[config.mk]
export PLATFORM = sky130hd
export DESIGN_NAME = cordic_quadrant_prerotator
export DESIGN_NICKNAME = d
export VERILOG_FILES = /design/src/rtl/cordic_pkg.sv /design/src/rtl/cordic_quad_map.sv /design/src/rtl/cordic_quadrant_prerotator.sv
export SDC_FILE = /design/constraint.sdc
export NUM_CORES = 1
export LEC_CHECK = 0
export ABC_AREA = 1
export CAP_MARGIN = 10
export CELL_PAD_IN_SITES_DETAIL_PLACEMENT = 0
export CELL_PAD_IN_SITES_GLOBAL_PLACEMENT = 1
export CORE_MARGIN = 2
export CORE_UTILIZATION = 34
export DETAILED_ROUTE_END_ITERATION = 8
export PLACE_DENSITY_LB_ADDON = 0.1
export SLEW_MARGIN = 20
export SYNTH_ARGS = -nofsm -noshare
export SYNTH_HDL_FRONTEND = slang
export SYNTH_SLANG_ARGS = --single-unit
[constraint.sdc]
create_clock -name clk -period 1.9 [get_ports clk]
set_clock_uncertainty 0.15 [all_clocks]
set_input_delay 0.38 -clock clk [delete_from_list [all_inputs] [get_ports clk]]
set_output_delay 0.38 -clock clk [all_outputs]
set_load 0.05 [all_outputs]
[src/rtl/cordic_pkg.sv]
// Shared types and helpers for the CORDIC quadrant pre-rotation stage.
package cordic_pkg;

  localparam int MAX_W = 64;

  typedef enum logic [1:0] {
    Q0 = 2'd0,
    Q1 = 2'd1,
    Q2 = 2'd2,
    Q3 = 2'd3
  } quad_t;

  typedef enum logic {
    MODE_ROT = 1'b0,
    MODE_VEC = 1'b1
  } mode_t;

  // Negate a sign-extended w-bit value; the most negative code clamps to the
  // largest positive code instead of wrapping back onto itself.
  function automatic logic signed [MAX_W-1:0] sat_neg(input logic signed [MAX_W-1:0] v,
                                                       input int w);
    logic signed [MAX_W-1:0] most_neg;
    most_neg = -(64'sd1 <<< (w - 1));
    if (v == most_neg) sat_neg = ~most_neg;
    else               sat_neg = -v;
  endfunction

endpackage

[src/rtl/cordic_quad_map.sv]
// Combinational quadrant selection and vector remapping into the right half-plane.
module cordic_quad_map
  import cordic_pkg::*;
#(
  parameter int DATA_W = 16,
  parameter int ANG_W  = 16
) (
  input  logic                     mode,
  input  logic signed [DATA_W-1:0] x,
  input  logic signed [DATA_W-1:0] y,
  input  logic        [ANG_W-1:0]  theta,
  output logic signed [DATA_W-1:0] x_map,
  output logic signed [DATA_W-1:0] y_map,
  output logic        [ANG_W-1:0]  theta_map,
  output logic        [1:0]        quad,
  output logic                     sat
);

  quad_t                     q;
  logic signed [DATA_W-1:0]  neg_x;
  logic signed [DATA_W-1:0]  neg_y;
  logic                      x_min;
  logic                      y_min;

  assign neg_x = DATA_W'(sat_neg(MAX_W'(x), DATA_W));
  assign neg_y = DATA_W'(sat_neg(MAX_W'(y), DATA_W));
  assign x_min = (x == {1'b1, {(DATA_W-1){1'b0}}});
  assign y_min = (y == {1'b1, {(DATA_W-1){1'b0}}});
  assign quad  = q;

  always_comb begin
    q         = Q0;
    theta_map = '0;
    if (mode_t'(mode) == MODE_VEC) begin
      case ({x[DATA_W-1], y[DATA_W-1]})
        2'b00:   q = Q0;
        2'b10:   q = Q1;
        2'b11:   q = Q2;
        default: q = Q3;
      endcase
      theta_map = {q, {(ANG_W-2){1'b0}}};
    end else begin
      q         = quad_t'(theta[ANG_W-1:ANG_W-2]);
      theta_map = {2'b00, theta[ANG_W-3:0]};
    end
  end

  // Each quadrant rotates by -q*90 degrees; saturation only matters for negated terms.
  always_comb begin
    x_map = x;
    y_map = y;
    sat   = 1'b0;
    case (q)
      Q0: begin
        x_map = x;
        y_map = y;
      end
      Q1: begin
        x_map = y;
        y_map = neg_x;
        sat   = x_min;
      end
      Q2: begin
        x_map = neg_x;
        y_map = neg_y;
        sat   = x_min | y_min;
      end
      default: begin
        x_map = neg_y;
        y_map = x;
        sat   = y_min;
      end
    endcase
  end

endmodule

[src/rtl/cordic_quadrant_prerotator.sv]
// Quadrant pre-rotator: one-cycle mapping stage with an output register plus one skid entry.
module cordic_quadrant_prerotator
  import cordic_pkg::*;
#(
  parameter int DATA_W = 16,
  parameter int ANG_W  = 16,
  parameter int TAG_W  = 4
) (
  input  logic                     clk,
  input  logic                     rst,
  input  logic                     in_valid,
  output logic                     in_ready,
  input  logic                     in_mode,
  input  logic signed [DATA_W-1:0] x_in,
  input  logic signed [DATA_W-1:0] y_in,
  input  logic        [ANG_W-1:0]  theta_in,
  input  logic        [TAG_W-1:0]  tag_in,
  output logic                     out_valid,
  input  logic                     out_ready,
  output logic signed [DATA_W-1:0] x_out,
  output logic signed [DATA_W-1:0] y_out,
  output logic        [ANG_W-1:0]  theta_out,
  output logic        [1:0]        quad_out,
  output logic                     mode_out,
  output logic        [TAG_W-1:0]  tag_out,
  output logic        [15:0]       sat_count
);

  logic signed [DATA_W-1:0] map_x;
  logic signed [DATA_W-1:0] map_y;
  logic        [ANG_W-1:0]  map_theta;
  logic        [1:0]        map_quad;
  logic                     map_sat;

  logic                     skid_full;
  logic signed [DATA_W-1:0] skid_x;
  logic signed [DATA_W-1:0] skid_y;
  logic        [ANG_W-1:0]  skid_theta;
  logic        [1:0]        skid_quad;
  logic                     skid_mode;
  logic        [TAG_W-1:0]  skid_tag;

  logic in_xfer;
  logic out_free;
  logic load_from_skid;
  logic load_from_in;
  logic load_skid;
  logic skid_full_nxt;
  logic out_valid_nxt;

  cordic_quad_map #(
    .DATA_W(DATA_W),
    .ANG_W (ANG_W)
  ) u_map (
    .mode     (in_mode),
    .x        (x_in),
    .y        (y_in),
    .theta    (theta_in),
    .x_map    (map_x),
    .y_map    (map_y),
    .theta_map(map_theta),
    .quad     (map_quad),
    .sat      (map_sat)
  );

  // The output register frees up when it is empty or being drained; the skid
  // entry always has priority over a fresh sample so ordering is preserved.
  always_comb begin
    in_xfer        = in_valid & in_ready;
    out_free       = ~out_valid | out_ready;
    load_from_skid = out_free & skid_full;
    load_from_in   = out_free & ~skid_full & in_xfer;
    load_skid      = in_xfer & ~load_from_in;
    skid_full_nxt  = skid_full;
    if (load_skid)           skid_full_nxt = 1'b1;
    else if (load_from_skid) skid_full_nxt = 1'b0;
    out_valid_nxt  = out_free ? (skid_full | in_xfer) : 1'b1;
  end

  always_ff @(posedge clk) begin
    if (rst) begin
      in_ready   <= 1'b0;
      out_valid  <= 1'b0;
      skid_full  <= 1'b0;
      x_out      <= '0;
      y_out      <= '0;
      theta_out  <= '0;
      quad_out   <= '0;
      mode_out   <= 1'b0;
      tag_out    <= '0;
      skid_x     <= '0;
      skid_y     <= '0;
      skid_theta <= '0;
      skid_quad  <= '0;
      skid_mode  <= 1'b0;
      skid_tag   <= '0;
      sat_count  <= '0;
    end else begin
      in_ready  <= ~skid_full_nxt;
      out_valid <= out_valid_nxt;
      skid_full <= skid_full_nxt;
      if (load_from_skid) begin
        x_out     <= skid_x;
        y_out     <= skid_y;
        theta_out <= skid_theta;
        quad_out  <= skid_quad;
        mode_out  <= skid_mode;
        tag_out   <= skid_tag;
      end else if (load_from_in) begin
        x_out     <= map_x;
        y_out     <= map_y;
        theta_out <= map_theta;
        quad_out  <= map_quad;
        mode_out  <= in_mode;
        tag_out   <= tag_in;
      end
      if (load_skid) begin
        skid_x     <= map_x;
        skid_y     <= map_y;
        skid_theta <= map_theta;
        skid_quad  <= map_quad;
        skid_mode  <= in_mode;
        skid_tag   <= tag_in;
      end
      if (in_xfer && map_sat && (sat_count != 16'hFFFF))
        sat_count <= sat_count + 16'd1;
    end
  end

endmodule

==> run metrics <==
mux contribution to synthesized area=0; Tot GR Track Use=0.232; initial core utilization=0.347; first-pass GRT wire length=41200 µm; # DRC=0; Synth async-reset ratio=0; Via density=4.92; Mapped Cells=1140; switching share of power=0.323; number of synthesis warnings=0; combinational family with the most area after synthesis=simple AND/OR/NAND/NOR gates; Root Buffer=clkbuf_16; Net Switching=0.00264 W; Slew HR=0.735; max_cap viols=0; syn_nets=1202; Synth-to-Final Area Change=54.6%; total die area=22700 µm²; outcome=finished clean; CP required=2.03 ns; Slew @ Worst Pin=0.394 ns; Bufs on Longest Clock Path=2; clock network fraction of total power=0.397; Max Slew Vio Count=0; layout cells sized above 1=0.332; Crit Path Class=in -> reg; mean area per synthesized cell=6.41 µm²; CTS tree=built; CTS sink count=129; clock transition at the registers of the reported paths=0.07 ns; Final Setup Violations=0; TritonCTS Buffers=17; crit-path max FO=8; clock latency on the worst-skew pair=0.42 ns; critical path arrival=1.97 ns; post-synthesis adder-cell area fraction=0.00856; XOR/XNOR Fraction of Synth Area=0.0204; hold-fix buffers at CTS=0; via count=8512; Rows=53; Core ar.=21100 µm²; hold path cells=4; setup TNS=0 ns; Leakage Power=5.30 nW; compound-cell area share of the yosys netlist=0.205; count of endpoints failing hold in the final timing report=0; Mapped Area=7310 µm²; Yosys cell types=39; Synth area leader=dfxtp_1; Worst setup SP type=input port; synth top area cells=dfxtp_1 (35%), nand2_1 (14%), nor2_1 (8.8%); EDFF count, synth=0; FMAX=545 MHz; count leader, synth=nand2_1; DR iter-0 viols=474; dpl cell area=10000 µm²; Peak VDD IR=505 µV; Gate power share=0.250; io pins=130; post-synthesis simple-gate area fraction=0.324; Top FF cell, synth=dfxtp_1; dpl hpwl=19100 µm; GRT overflow=0; Power Dens Cells=722 nW/µm²; Avg WL per Cell=15.2 µm; H-tree depth=4; Crit. End Element=register; Int Power=0.00552 W; period utilization=0.965; nets@finish=1504; largest net degree at the start of global routing=51; drt total wl=26300 µm; chip width=151 µm; vias in the first global route=7729; initial antenna violation count=0; Worst R2R Path Depth=9; Commonest cells post-synth=nand2_1 (263), nor2_1 (171), dfxtp_1 (129), a21oi_1 (105), o21ai_0 (105); Port Buffers=129; die height=151 µm; post-route cell area=11300 µm²; sequential group share of total power=0.353; fillers=2184; area fraction of the dominant cell type after synthesis=0.353; register area share after synthesis=0.353; #FFs+latches synth=129; Placer Congestion=0.919; remaining antenna violation count after routing=0; Hold Crit Class=in -> reg; post-route minimum period=1.83 ns; n_diodes=0; drt pass-1 iters=5
[area by class of cell]
class                           count  area, µm²  area share
Multi-Input combinational cell    853       4510       0.399
Timing Repair Buffer              346       2880       0.255
Sequential cell                   129       2600       0.230
Clock buffer                       18        439      0.0389
Inverter                           95        377      0.0333
Tap cell                          275        344      0.0305
Clock inverter                     14        146      0.0130
[cells in the final DEF (no fill, tap or decap), types with 12 or more instances in the layout]
master,count
a21oi_1,90
a21oi_2,14
buf_12,13
buf_4,265
buf_6,14
clkbuf_16,17
clkdlybuf4s50_1,20
dfxtp_1,116
dfxtp_2,13
dlygate4sd2_1,13
inv_1,69
inv_2,22
nand2_1,241
nand2_2,23
nand3_1,44
nand4_1,28
nor2_1,158
nor2_2,12
o21ai_0,99
o21ai_1,26
o22ai_1,21
xor2_1,14
[power groups by stage]
stage | clock (W) | combinational [W] | sequential (W)
after detailed placement | 0 | 0.00187 | 0.00294
after global placement | 0 | 0.00187 | 0.00294
after global routing | 0.00344 | 0.00221 | 0.00289
final | 0.00324 | 0.00204 | 0.00288
after CTS | 0.00331 | 0.00196 | 0.00288
after floorplan | 0 | 0.000712 | 0.00323
[routing by layer]
| metal | up-vias | track usage | part of all wire |
|---|---|---|---|
| met4 | 0 | 0.0421 | 0.0079 |
| met3 | 17 | 0.0309 | 0.045 |
| li1 | 4380 | - | - |
| met5 | - | 0 | 0 |
| met1 | 3928 | 0.349 | 0.50 |
| met2 | 187 | 0.355 | 0.45 |
[sequential cells by signal, summed over array words and instances (netlist names)]
register,count
skid_x,16
mode_out,1
x_out,16
theta_out,16
skid_y,16
skid_full,1
skid_theta,16
y_out,16
out_valid,1
skid_tag,4
skid_mode,1
quad_out,2
tag_out,4
skid_quad,2
in_ready,1
sat_count,16
[through the flow]
step	total power (W)	instances	hold slack, ns	util	setup WS (ns)
3_5_place_dp	0.00481	1652	0.308	0.474	-0.892
3_3_place_gp	0.00481	1652	0.300	0.474	-0.875
5_1_grt	0.00854	1730	0.191	0.536	-0.0108
6_report	0.00816	1730	0.197	0.536	0.0664
2_1_floorplan	0.00394	1140	0.286	-	-0.0565
4_1_cts	0.00816	1716	0.178	0.523	-0.0234
[worst max-delay path: stages]
cell and delay [ns]:
buf_12 0.12, inv_12 0.05, ha_4 0.18, inv_2 0.05, nand2_2 0.06, o21ai_4 0.16
inv_4 0.09, nor2_4 0.24, nand4_4 0.13, o211ai_4 0.16, nand3_4 0.20, nand2_1 0.10
a21oi_1 0.06
[kinds of logic (layout without fill, tap and decap cells)]
kind of cell               count (synthesis)  count (layout)
AOI/OAI and AO/OA                        280             280
xor gates and xnor gates                  17              17
adders and majority gates                  5               5
buffers and inverters                    159             473
DFF                                      129             129
and+or+nand+nor                          550             551
[what timing repair did]
| action | 4_1_cts | 5_1_grt |
|---|---|---|
| pin swaps | 39 | 51 |
| cloned | 1 | 1 |
| resized for setup | 105 | 89 |
| setup buffers | 31 | 14 |
| endpoints found under the setup margin | 80 | 64 |
[worst paths after layout]
kind                              startpoint            end  slack, ns
worst max-delay path                x_in[15]  sat_count[10]       0.07
worst min-delay path                     rst   sat_count[2]       0.20
worst max register to register  sat_count[1]   sat_count[7]       0.12
worst min register to register     x_out[10]      x_out[10]       0.31
(Power assumes the default switching activity.)
